--- config.mk ---
export PLATFORM = sky130hd
export DESIGN_NAME = snake_body_ctrl
export DESIGN_NICKNAME = d
export VERILOG_FILES = /design/src/rtl/snake_pkg.sv /design/src/rtl/snake_step_timer.sv /design/src/rtl/snake_body_ctrl.sv
export SDC_FILE = /design/constraint.sdc
export NUM_CORES = 1
export LEC_CHECK = 0
export CORE_ASPECT_RATIO = 0.5
export CORE_MARGIN = 5
export CORE_UTILIZATION = 50
export CTS_BUF_LIST = sky130_fd_sc_hd__clkbuf_4 sky130_fd_sc_hd__clkbuf_8
export CTS_CLUSTER_DIAMETER = 120
export DETAILED_ROUTE_END_ITERATION = 12
export PLACE_DENSITY_LB_ADDON = 0.05
export SYNTH_ARGS = -nofsm -noshare
export SYNTH_HDL_FRONTEND = slang
export SYNTH_SLANG_ARGS = --single-unit
export TNS_END_PERCENT = 5
--- constraint.sdc ---
create_clock -name clk -period 5.1 [get_ports clk]
set_input_delay 1.02 -clock clk [delete_from_list [all_inputs] [get_ports clk]]
set_output_delay 1.02 -clock clk [all_outputs]
set_load 0.005 [all_outputs]
--- src/rtl/snake_pkg.sv ---
// -----------------------------------------------------------------------------
// snake_pkg
// Shared definitions for the snake body controller:
//   - coordinate / length widths
//   - direction encoding (UP 00, DOWN 01, LEFT 10, RIGHT 11)
//   - game_status encodings driven by the game controller
//   - query_hit result encodings
//   - helper returning the direction opposite to a given one
// -----------------------------------------------------------------------------
package snake_pkg;

    localparam int X_W   = 6;   // grid column width
    localparam int Y_W   = 5;   // grid row width
    localparam int LEN_W = 5;   // body length width (holds 0..31)

    typedef enum logic [1:0] {
        DIR_UP    = 2'b00,
        DIR_DOWN  = 2'b01,
        DIR_LEFT  = 2'b10,
        DIR_RIGHT = 2'b11
    } dir_t;

    localparam logic [1:0] GS_RESTART = 2'b00;
    localparam logic [1:0] GS_START   = 2'b01;
    localparam logic [1:0] GS_PLAY    = 2'b10;
    localparam logic [1:0] GS_DIE     = 2'b11;

    localparam logic [1:0] Q_EMPTY = 2'b00;
    localparam logic [1:0] Q_HEAD  = 2'b01;
    localparam logic [1:0] Q_BODY  = 2'b10;

    // A turn straight back into the neck is never allowed.
    function automatic dir_t opposite_dir(input dir_t d);
        dir_t r;
        case (d)
            DIR_UP:    r = DIR_DOWN;
            DIR_DOWN:  r = DIR_UP;
            DIR_LEFT:  r = DIR_RIGHT;
            DIR_RIGHT: r = DIR_LEFT;
            default:   r = DIR_LEFT;
        endcase
        return r;
    endfunction

endpackage

--- src/rtl/snake_step_timer.sv ---
// -----------------------------------------------------------------------------
// snake_step_timer
// Free-running move timer. Counts clk cycles while enable is high and emits a
// one-cycle step pulse on the cycle whose count is STEP_CYCLES-1; the count
// then wraps to 0. When enable is low or clear is high the count is held at 0,
// so the first step after enable rises is exactly STEP_CYCLES cycles later.
// Ports:
//   clk, rst   clock, asynchronous active-low reset
//   enable     count when high (game in PLAY and no collision)
//   clear      synchronous clear (restart)
//   step       one-cycle move pulse, decoded from the count register
// -----------------------------------------------------------------------------
module snake_step_timer #(
    parameter int STEP_CYCLES = 12_500_000
) (
    input  logic clk,
    input  logic rst,
    input  logic enable,
    input  logic clear,
    output logic step
);

    localparam int CNT_W = (STEP_CYCLES > 1) ? $clog2(STEP_CYCLES) : 1;
    localparam logic [CNT_W-1:0] CNT_LAST = CNT_W'(STEP_CYCLES - 1);
    localparam logic [CNT_W-1:0] CNT_ZERO = {CNT_W{1'b0}};
    localparam logic [CNT_W-1:0] CNT_ONE  = CNT_W'(1);

    logic [CNT_W-1:0] count_r;

    // Cycle counter: held at zero unless enabled, wraps after the step cycle.
    always_ff @(posedge clk or negedge rst) begin
        if (!rst) begin
            count_r <= CNT_ZERO;
        end else if (clear || !enable) begin
            count_r <= CNT_ZERO;
        end else if (count_r == CNT_LAST) begin
            count_r <= CNT_ZERO;
        end else begin
            count_r <= count_r + CNT_ONE;
        end
    end

    // The pulse must coincide with the wrap edge, so it is a decode of count_r.
    assign step = enable && !clear && (count_r == CNT_LAST);

endmodule

--- src/rtl/snake_body_ctrl.sv ---
// -----------------------------------------------------------------------------
// snake_body_ctrl
// Snake position and motion engine. Latches a pending direction from the key
// pulses, moves the head one cell per step tick in PLAY, shifts the body
// segment array behind it, grows on food, and flags wall / self collisions.
// Also answers registered per-cell occupancy queries for the renderer.
// Ports:
//   clk, rst                 clock, asynchronous active-low reset
//   key1..key4_press         UP / DOWN / LEFT / RIGHT pulses (key1 highest prio)
//   game_status              00 RESTART, 01 START, 10 PLAY, 11 DIE
//   restart                  active-low synchronous reinitialise
//   grow                     food-eaten pulse
//   hit_wall, hit_body       sticky collision flags
//   head_x, head_y, body_len registered head position and length
//   query_x, query_y         renderer cell
//   query_hit                00 empty, 01 head, 10 body (one-cycle latency)
// -----------------------------------------------------------------------------
module snake_body_ctrl
    import snake_pkg::*;
#(
    parameter int GRID_W      = 40,
    parameter int GRID_H      = 30,
    parameter int MAX_LEN     = 16,
    parameter int INIT_LEN    = 3,
    parameter int STEP_CYCLES = 12_500_000
) (
    input  logic             clk,
    input  logic             rst,
    input  logic             key1_press,
    input  logic             key2_press,
    input  logic             key3_press,
    input  logic             key4_press,
    input  logic [1:0]       game_status,
    input  logic             restart,
    input  logic             grow,
    output logic             hit_wall,
    output logic             hit_body,
    output logic [X_W-1:0]   head_x,
    output logic [Y_W-1:0]   head_y,
    output logic [LEN_W-1:0] body_len,
    input  logic [X_W-1:0]   query_x,
    input  logic [Y_W-1:0]   query_y,
    output logic [1:0]       query_hit
);

    localparam logic [X_W-1:0]   X_MAX    = X_W'(GRID_W - 1);
    localparam logic [Y_W-1:0]   Y_MAX    = Y_W'(GRID_H - 1);
    localparam logic [X_W-1:0]   X_ZERO   = {X_W{1'b0}};
    localparam logic [Y_W-1:0]   Y_ZERO   = {Y_W{1'b0}};
    localparam logic [X_W-1:0]   X_ONE    = X_W'(1);
    localparam logic [Y_W-1:0]   Y_ONE    = Y_W'(1);
    localparam logic [LEN_W-1:0] LEN_ONE  = LEN_W'(1);
    localparam logic [LEN_W-1:0] LEN_INIT = LEN_W'(INIT_LEN);
    localparam logic [LEN_W-1:0] LEN_MAX  = LEN_W'(MAX_LEN);

    logic [X_W-1:0]   seg_x_r [MAX_LEN];
    logic [Y_W-1:0]   seg_y_r [MAX_LEN];
    dir_t             dir_r;
    dir_t             pend_dir_r;
    logic [LEN_W-1:0] len_r;
    logic             grow_pending_r;
    logic             hit_wall_r;
    logic             hit_body_r;
    logic [1:0]       query_hit_r;

    logic             step_s;
    logic             timer_en_s;
    logic             key_valid_s;
    dir_t             key_dir_s;
    logic             key_accept_s;
    logic [X_W-1:0]   next_x_s;
    logic [Y_W-1:0]   next_y_s;
    logic             wall_s;
    logic [MAX_LEN-1:0] body_cmp_s;
    logic [MAX_LEN-1:0] body_q_s;
    logic             body_hit_s;
    logic             head_q_s;

    assign timer_en_s = (game_status == GS_PLAY) && !hit_wall_r && !hit_body_r;

    snake_step_timer #(
        .STEP_CYCLES(STEP_CYCLES)
    ) u_step_timer (
        .clk    (clk),
        .rst    (rst),
        .enable (timer_en_s),
        .clear  (!restart),
        .step   (step_s)
    );

    // Pick the highest-priority key this cycle; the opposite-direction filter
    // compares against the committed direction, not the pending one.
    always_comb begin
        key_valid_s = 1'b0;
        key_dir_s   = DIR_RIGHT;
        if (key1_press) begin
            key_valid_s = 1'b1;
            key_dir_s   = DIR_UP;
        end else if (key2_press) begin
            key_valid_s = 1'b1;
            key_dir_s   = DIR_DOWN;
        end else if (key3_press) begin
            key_valid_s = 1'b1;
            key_dir_s   = DIR_LEFT;
        end else if (key4_press) begin
            key_valid_s = 1'b1;
            key_dir_s   = DIR_RIGHT;
        end else begin
            key_valid_s = 1'b0;
            key_dir_s   = DIR_RIGHT;
        end
        key_accept_s = key_valid_s
                    && ((game_status == GS_START) || (game_status == GS_PLAY))
                    && (key_dir_s != opposite_dir(dir_r));
    end

    // Candidate next head cell in the pending direction, plus the wall test.
    always_comb begin
        next_x_s = seg_x_r[0];
        next_y_s = seg_y_r[0];
        wall_s   = 1'b0;
        case (pend_dir_r)
            DIR_UP: begin
                if (seg_y_r[0] == Y_ZERO) wall_s = 1'b1;
                else                      next_y_s = seg_y_r[0] - Y_ONE;
            end
            DIR_DOWN: begin
                if (seg_y_r[0] == Y_MAX) wall_s = 1'b1;
                else                     next_y_s = seg_y_r[0] + Y_ONE;
            end
            DIR_LEFT: begin
                if (seg_x_r[0] == X_ZERO) wall_s = 1'b1;
                else                      next_x_s = seg_x_r[0] - X_ONE;
            end
            DIR_RIGHT: begin
                if (seg_x_r[0] == X_MAX) wall_s = 1'b1;
                else                     next_x_s = seg_x_r[0] + X_ONE;
            end
            default: wall_s = 1'b0;
        endcase
    end

    assign body_cmp_s[0] = 1'b0;
    assign body_q_s[0]   = 1'b0;

    // Per-segment compares. The tail (index len-1) vacates its cell on a plain
    // move, so it only blocks the head when the snake is about to grow.
    for (genvar i = 1; i < MAX_LEN; i++) begin : g_seg_cmp
        assign body_cmp_s[i] = (seg_x_r[i] == next_x_s) && (seg_y_r[i] == next_y_s)
                            && (((LEN_W'(i) + LEN_W'(2)) <= len_r)
                                || (grow_pending_r && ((LEN_W'(i) + LEN_ONE) == len_r)));
        assign body_q_s[i]   = (seg_x_r[i] == query_x) && (seg_y_r[i] == query_y)
                            && (LEN_W'(i) < len_r);
    end

    assign body_hit_s = |body_cmp_s;
    assign head_q_s   = (seg_x_r[0] == query_x) && (seg_y_r[0] == query_y);

    // Game state: segments, direction, length, growth and collision flags.
    // restart low behaves exactly like the asynchronous reset, at the edge.
    always_ff @(posedge clk or negedge rst) begin
        if (!rst) begin
            for (int i = 0; i < MAX_LEN; i++) begin
                seg_x_r[i] <= X_W'(GRID_W / 2 - i);
                seg_y_r[i] <= Y_W'(GRID_H / 2);
            end
            dir_r          <= DIR_RIGHT;
            pend_dir_r     <= DIR_RIGHT;
            len_r          <= LEN_INIT;
            grow_pending_r <= 1'b0;
            hit_wall_r     <= 1'b0;
            hit_body_r     <= 1'b0;
        end else if (!restart) begin
            for (int i = 0; i < MAX_LEN; i++) begin
                seg_x_r[i] <= X_W'(GRID_W / 2 - i);
                seg_y_r[i] <= Y_W'(GRID_H / 2);
            end
            dir_r          <= DIR_RIGHT;
            pend_dir_r     <= DIR_RIGHT;
            len_r          <= LEN_INIT;
            grow_pending_r <= 1'b0;
            hit_wall_r     <= 1'b0;
            hit_body_r     <= 1'b0;
        end else begin
            if (step_s) begin
                dir_r <= pend_dir_r;
                if (wall_s) begin
                    hit_wall_r <= 1'b1;
                end else if (body_hit_s) begin
                    hit_body_r <= 1'b1;
                end else begin
                    for (int i = 1; i < MAX_LEN; i++) begin
                        seg_x_r[i] <= seg_x_r[i-1];
                        seg_y_r[i] <= seg_y_r[i-1];
                    end
                    seg_x_r[0] <= next_x_s;
                    seg_y_r[0] <= next_y_s;
                    if (grow_pending_r) begin
                        grow_pending_r <= 1'b0;
                        if (len_r < LEN_MAX) begin
                            len_r <= len_r + LEN_ONE;
                        end
                    end
                end
            end
            // A key on the step cycle lands in pend_dir after the commit above.
            if (key_accept_s) begin
                pend_dir_r <= key_dir_s;
            end
            // A fresh grow pulse wins over consumption in the same cycle.
            if (grow && (game_status == GS_PLAY)) begin
                grow_pending_r <= 1'b1;
            end
        end
    end

    // Registered renderer query against the current segment state.
    always_ff @(posedge clk or negedge rst) begin
        if (!rst) begin
            query_hit_r <= Q_EMPTY;
        end else if (!restart) begin
            query_hit_r <= Q_EMPTY;
        end else if (head_q_s) begin
            query_hit_r <= Q_HEAD;
        end else if (|body_q_s) begin
            query_hit_r <= Q_BODY;
        end else begin
            query_hit_r <= Q_EMPTY;
        end
    end

    assign hit_wall  = hit_wall_r;
    assign hit_body  = hit_body_r;
    assign head_x    = seg_x_r[0];
    assign head_y    = seg_y_r[0];
    assign body_len  = len_r;
    assign query_hit = query_hit_r;

endmodule

==> results.json <==
{
  "pre_cts_ws_ns": 0.3655,
  "drc": 0,
  "worstPathArrival_ns": 5.45,
  "syn_inst": 1884,
  "power.density_nw_per_um2": 313.9,
  "cts.root.buffer_cell": "clkbuf_8",
  "slew_headroom_pct": 23.44,
  "placementRows": 46,
  "timing.final.hold_violations": 0,
  "numCtsBuffers": 35,
  "cts_buffer_depth": 3,
  "ctsHoldBuffers": 0,
  "dieArea_um2": 35830,
  "status": "complete, no violations",
  "fin_area_um2": 17430,
  "max_cap_viol_count": 0,
  "dpl_cell_area_um2": 16610,
  "dp.cells": 2225,
  "synth_cell_types": 88,
  "insertion_delay_ns": 0.59,
  "hp-class": "primary input to async pin",
  "wire_per_inst_um": 28.83,
  "syn_avg_cell_area_um2": 8.475,
  "cts_tree": "done",
  "finalMaxSlewViolations": 0,
  "wl_um": 65990,
  "setup_tns_ns": 0,
  "diodes": 0,
  "antenna_found_initial": 0,
  "drtIter0Drc": 2169,
  "clk_pin_slew_ns": 0.07,
  "period_minus_slack_ns": 4.959,
  "ios": 41,
  "criticalPathCategory": "flip-flop to flip-flop",
  "max-vdd-ir-drop_v": 0.0002279,
  "holdWs_ns": 0.4790,
  "syn_area_um2": 15970,
  "die_x_um": 262.7,
  "clock.fmax_mhz": 201.6,
  "synth.most_common_cell": "nand3_1",
  "drive_gt1_share_pct": 14.81,
  "critical_path.endpoint_type": "flip-flop",
  "yosysWarnings": 0,
  "synth.largest_area_cell": "dfstp_2",
  "via_per_inst": 6.791,
  "numPortBuffers": 40,
  "synth-seq-area-share_pct": 34.38,
  "cp.required_ns": 5.59,
  "grt_pass1_vias": 14200,
  "synthFlopType": "dfstp_2",
  "initial_utilization_pct": 50.53,
  "ys_ff_latch": 214,
  "path_max_fanout": 56,
  "post-dp-hpwl_um": 46420,
  "netlist_top_cells_area": "dfstp_2 18%, dfrtp_1 17%, xnor2_1 9.5%",
  "area_delta_synth_final_pct": 9.152,
  "synth_nets": 1916,
  "yosys-top-cells-count": "296 x nand3_1, 206 x o21ai_0, 174 x xnor2_1",
  "cts_max_level": 2,
  "fin_nets": 1862,
  "overflow": 0,
  "routabilityCongestion": 1.046,
  "synth_edf_count": 0,
  "firstDrtPassIters": 6,
  "finClkSkew_ns": 0.04504,
  "setup_slack_ns": 0.1407,
  "reg2reg_to": "seg_x_r[59]",
  "period_share_pct": 97.24,
  "die_h_um": 136.4,
  "async_flop_share_pct": 100.0,
  "cts_resized": 0,
  "stdcell_count": 2289,
  "grt_pass1_wl_um": 96570,
  "via_count": 15540,
  "crit_path_start_kind": "flip-flop",
  "cts_sinks": 214,
  "worstReg2RegStart": "head_y[1]",
  "synth_top_area_share_pct": 17.61,
  "grt_max_degree": 105,
  "worst_pin_slew_ns": 1.148,
  "rsz0062_at_grt": "no",
  "grtUsageTotal_pct": 35.75,
  "post_cts_buffers": 0,
  "reg2reg_depth": 14,
  "p_leak_nw": 6.457,
  "coreArea_um2": 31600,
  "antenna_left": 0,
  "finalSetupViolCount": 0,
  "rrSetupSlack_ns": 0.14
}
flip-flops by register name, indices dropped and copies added (netlist names):
register	cells
head_x	6
seg_y_r	75
head_y	5
query_hit	2
seg_x_r	90
dir_r	2
u_step_timer.count_r	24
hit_body	1
hit_wall	1
body_len	5
pend_dir_r	2
grow_pending_r	1
cell type report:
| class | instances | area [um^2] |
|---|---|---|
| clock buffers | 56 | 701.9 |
| clock inverters | 8 | 121.4 |
| fillers | 2926 | 14170 |
| inverters | 20 | 75.07 |
| multi-input cells | 1450 | 9480 |
| flip-flops and latches | 214 | 5489 |
| well taps | 432 | 540.5 |
| repair buffers | 109 | 1021 |
metal layers:
layer / part of all wire, % / vias to the layer above / track usage, %
met4: 2.7 / 0 / 8.210
li1: - / 6653 / -
met1: 44 / 7686 / 54.13
met2: 38 / 1069 / 46.68
met5: 0 / - / 0
met3: 15 / 136 / 14.74
critical path, stage by stage (launching register included):
cell	delay, ns
dfstp_2	0.67
inv_1	0.16
ha_1	0.35
nor3_1	0.23
a221oi_1	0.22
buf_4	0.21
nor2_4	0.51
inv_1	0.31
o21ai_0	0.22
nor2_1	0.09
a31oi_1	0.47
and3_4	0.86
buf_12	0.30
nand3_1	0.12
a21oi_1	0.16
power breakdown:
part,switching (mW),internal [mW],total (mW)
clock network,0.783,1.03,1.81
logic,0.900,0.572,1.47
registers,0.303,1.88,2.19
total,1.99,3.49,5.47
kinds of logic (layout without fill, tap and decap cells):
kind of cell | count (synthesis) | after routing | share of synthesized area [%]
XOR/XNOR | 345 | 345 | 19.04
adder cells (fa/ha/maj) | 11 | 11 | 0.8619
flip-flops | 214 | 214 | 34.38
multiplexers | 10 | 10 | 0.6347
buffers and inverters | 220 | 193 | 6.417
AND/OR/NAND/NOR | 615 | 615 | 21.09
AO/OA/AOI/OAI | 469 | 469 | 17.58
metrics by stage:
| step | total power [mW] | utilization, % |
|---|---|---|
| 2_1_floorplan | 3.080 | - |
| 3_3_place_gp | 3.590 | 52.55 |
| 3_5_place_dp | 3.610 | 52.55 |
| 4_1_cts | 5.429 | 55.16 |
| 5_1_grt | 5.674 | 55.16 |
| 6_report | 5.471 | 55.16 |
worst max path at each step:
stage	from	to	slack, ns	cells after the start
2_1_floorplan	head_y[0]	body_len[3]	1.39	14
3_3_place_gp	head_y[0]	seg_x_r[74]	0.36	13
3_5_place_dp	head_y[1]	seg_x_r[74]	0.37	14
4_1_cts	head_y[1]	seg_x_r[59]	0.34	14
5_1_grt	head_y[1]	seg_y_r[59]	0.03	14
6_report	head_y[1]	seg_x_r[59]	0.14	14
cell usage in the layout, fill, tap and decap left out, drive strengths merged, types with 11 or more instances in the layout:
cell type	count
a2111oi	17
a21oi	119
a31oi	15
and3	12
buf	71
clkbuf	56
clkdlybuf4s50	38
dfrtp	107
dfstp	107
ha	11
inv	21
nand2	50
nand2b	12
nand3	296
nand4	44
nor2	61
nor3	32
nor4	40
o211ai	20
o21ai	216
or3	11
xnor2	175
xor2	170
No activity file was read; power rests on OpenSTA's default activity.
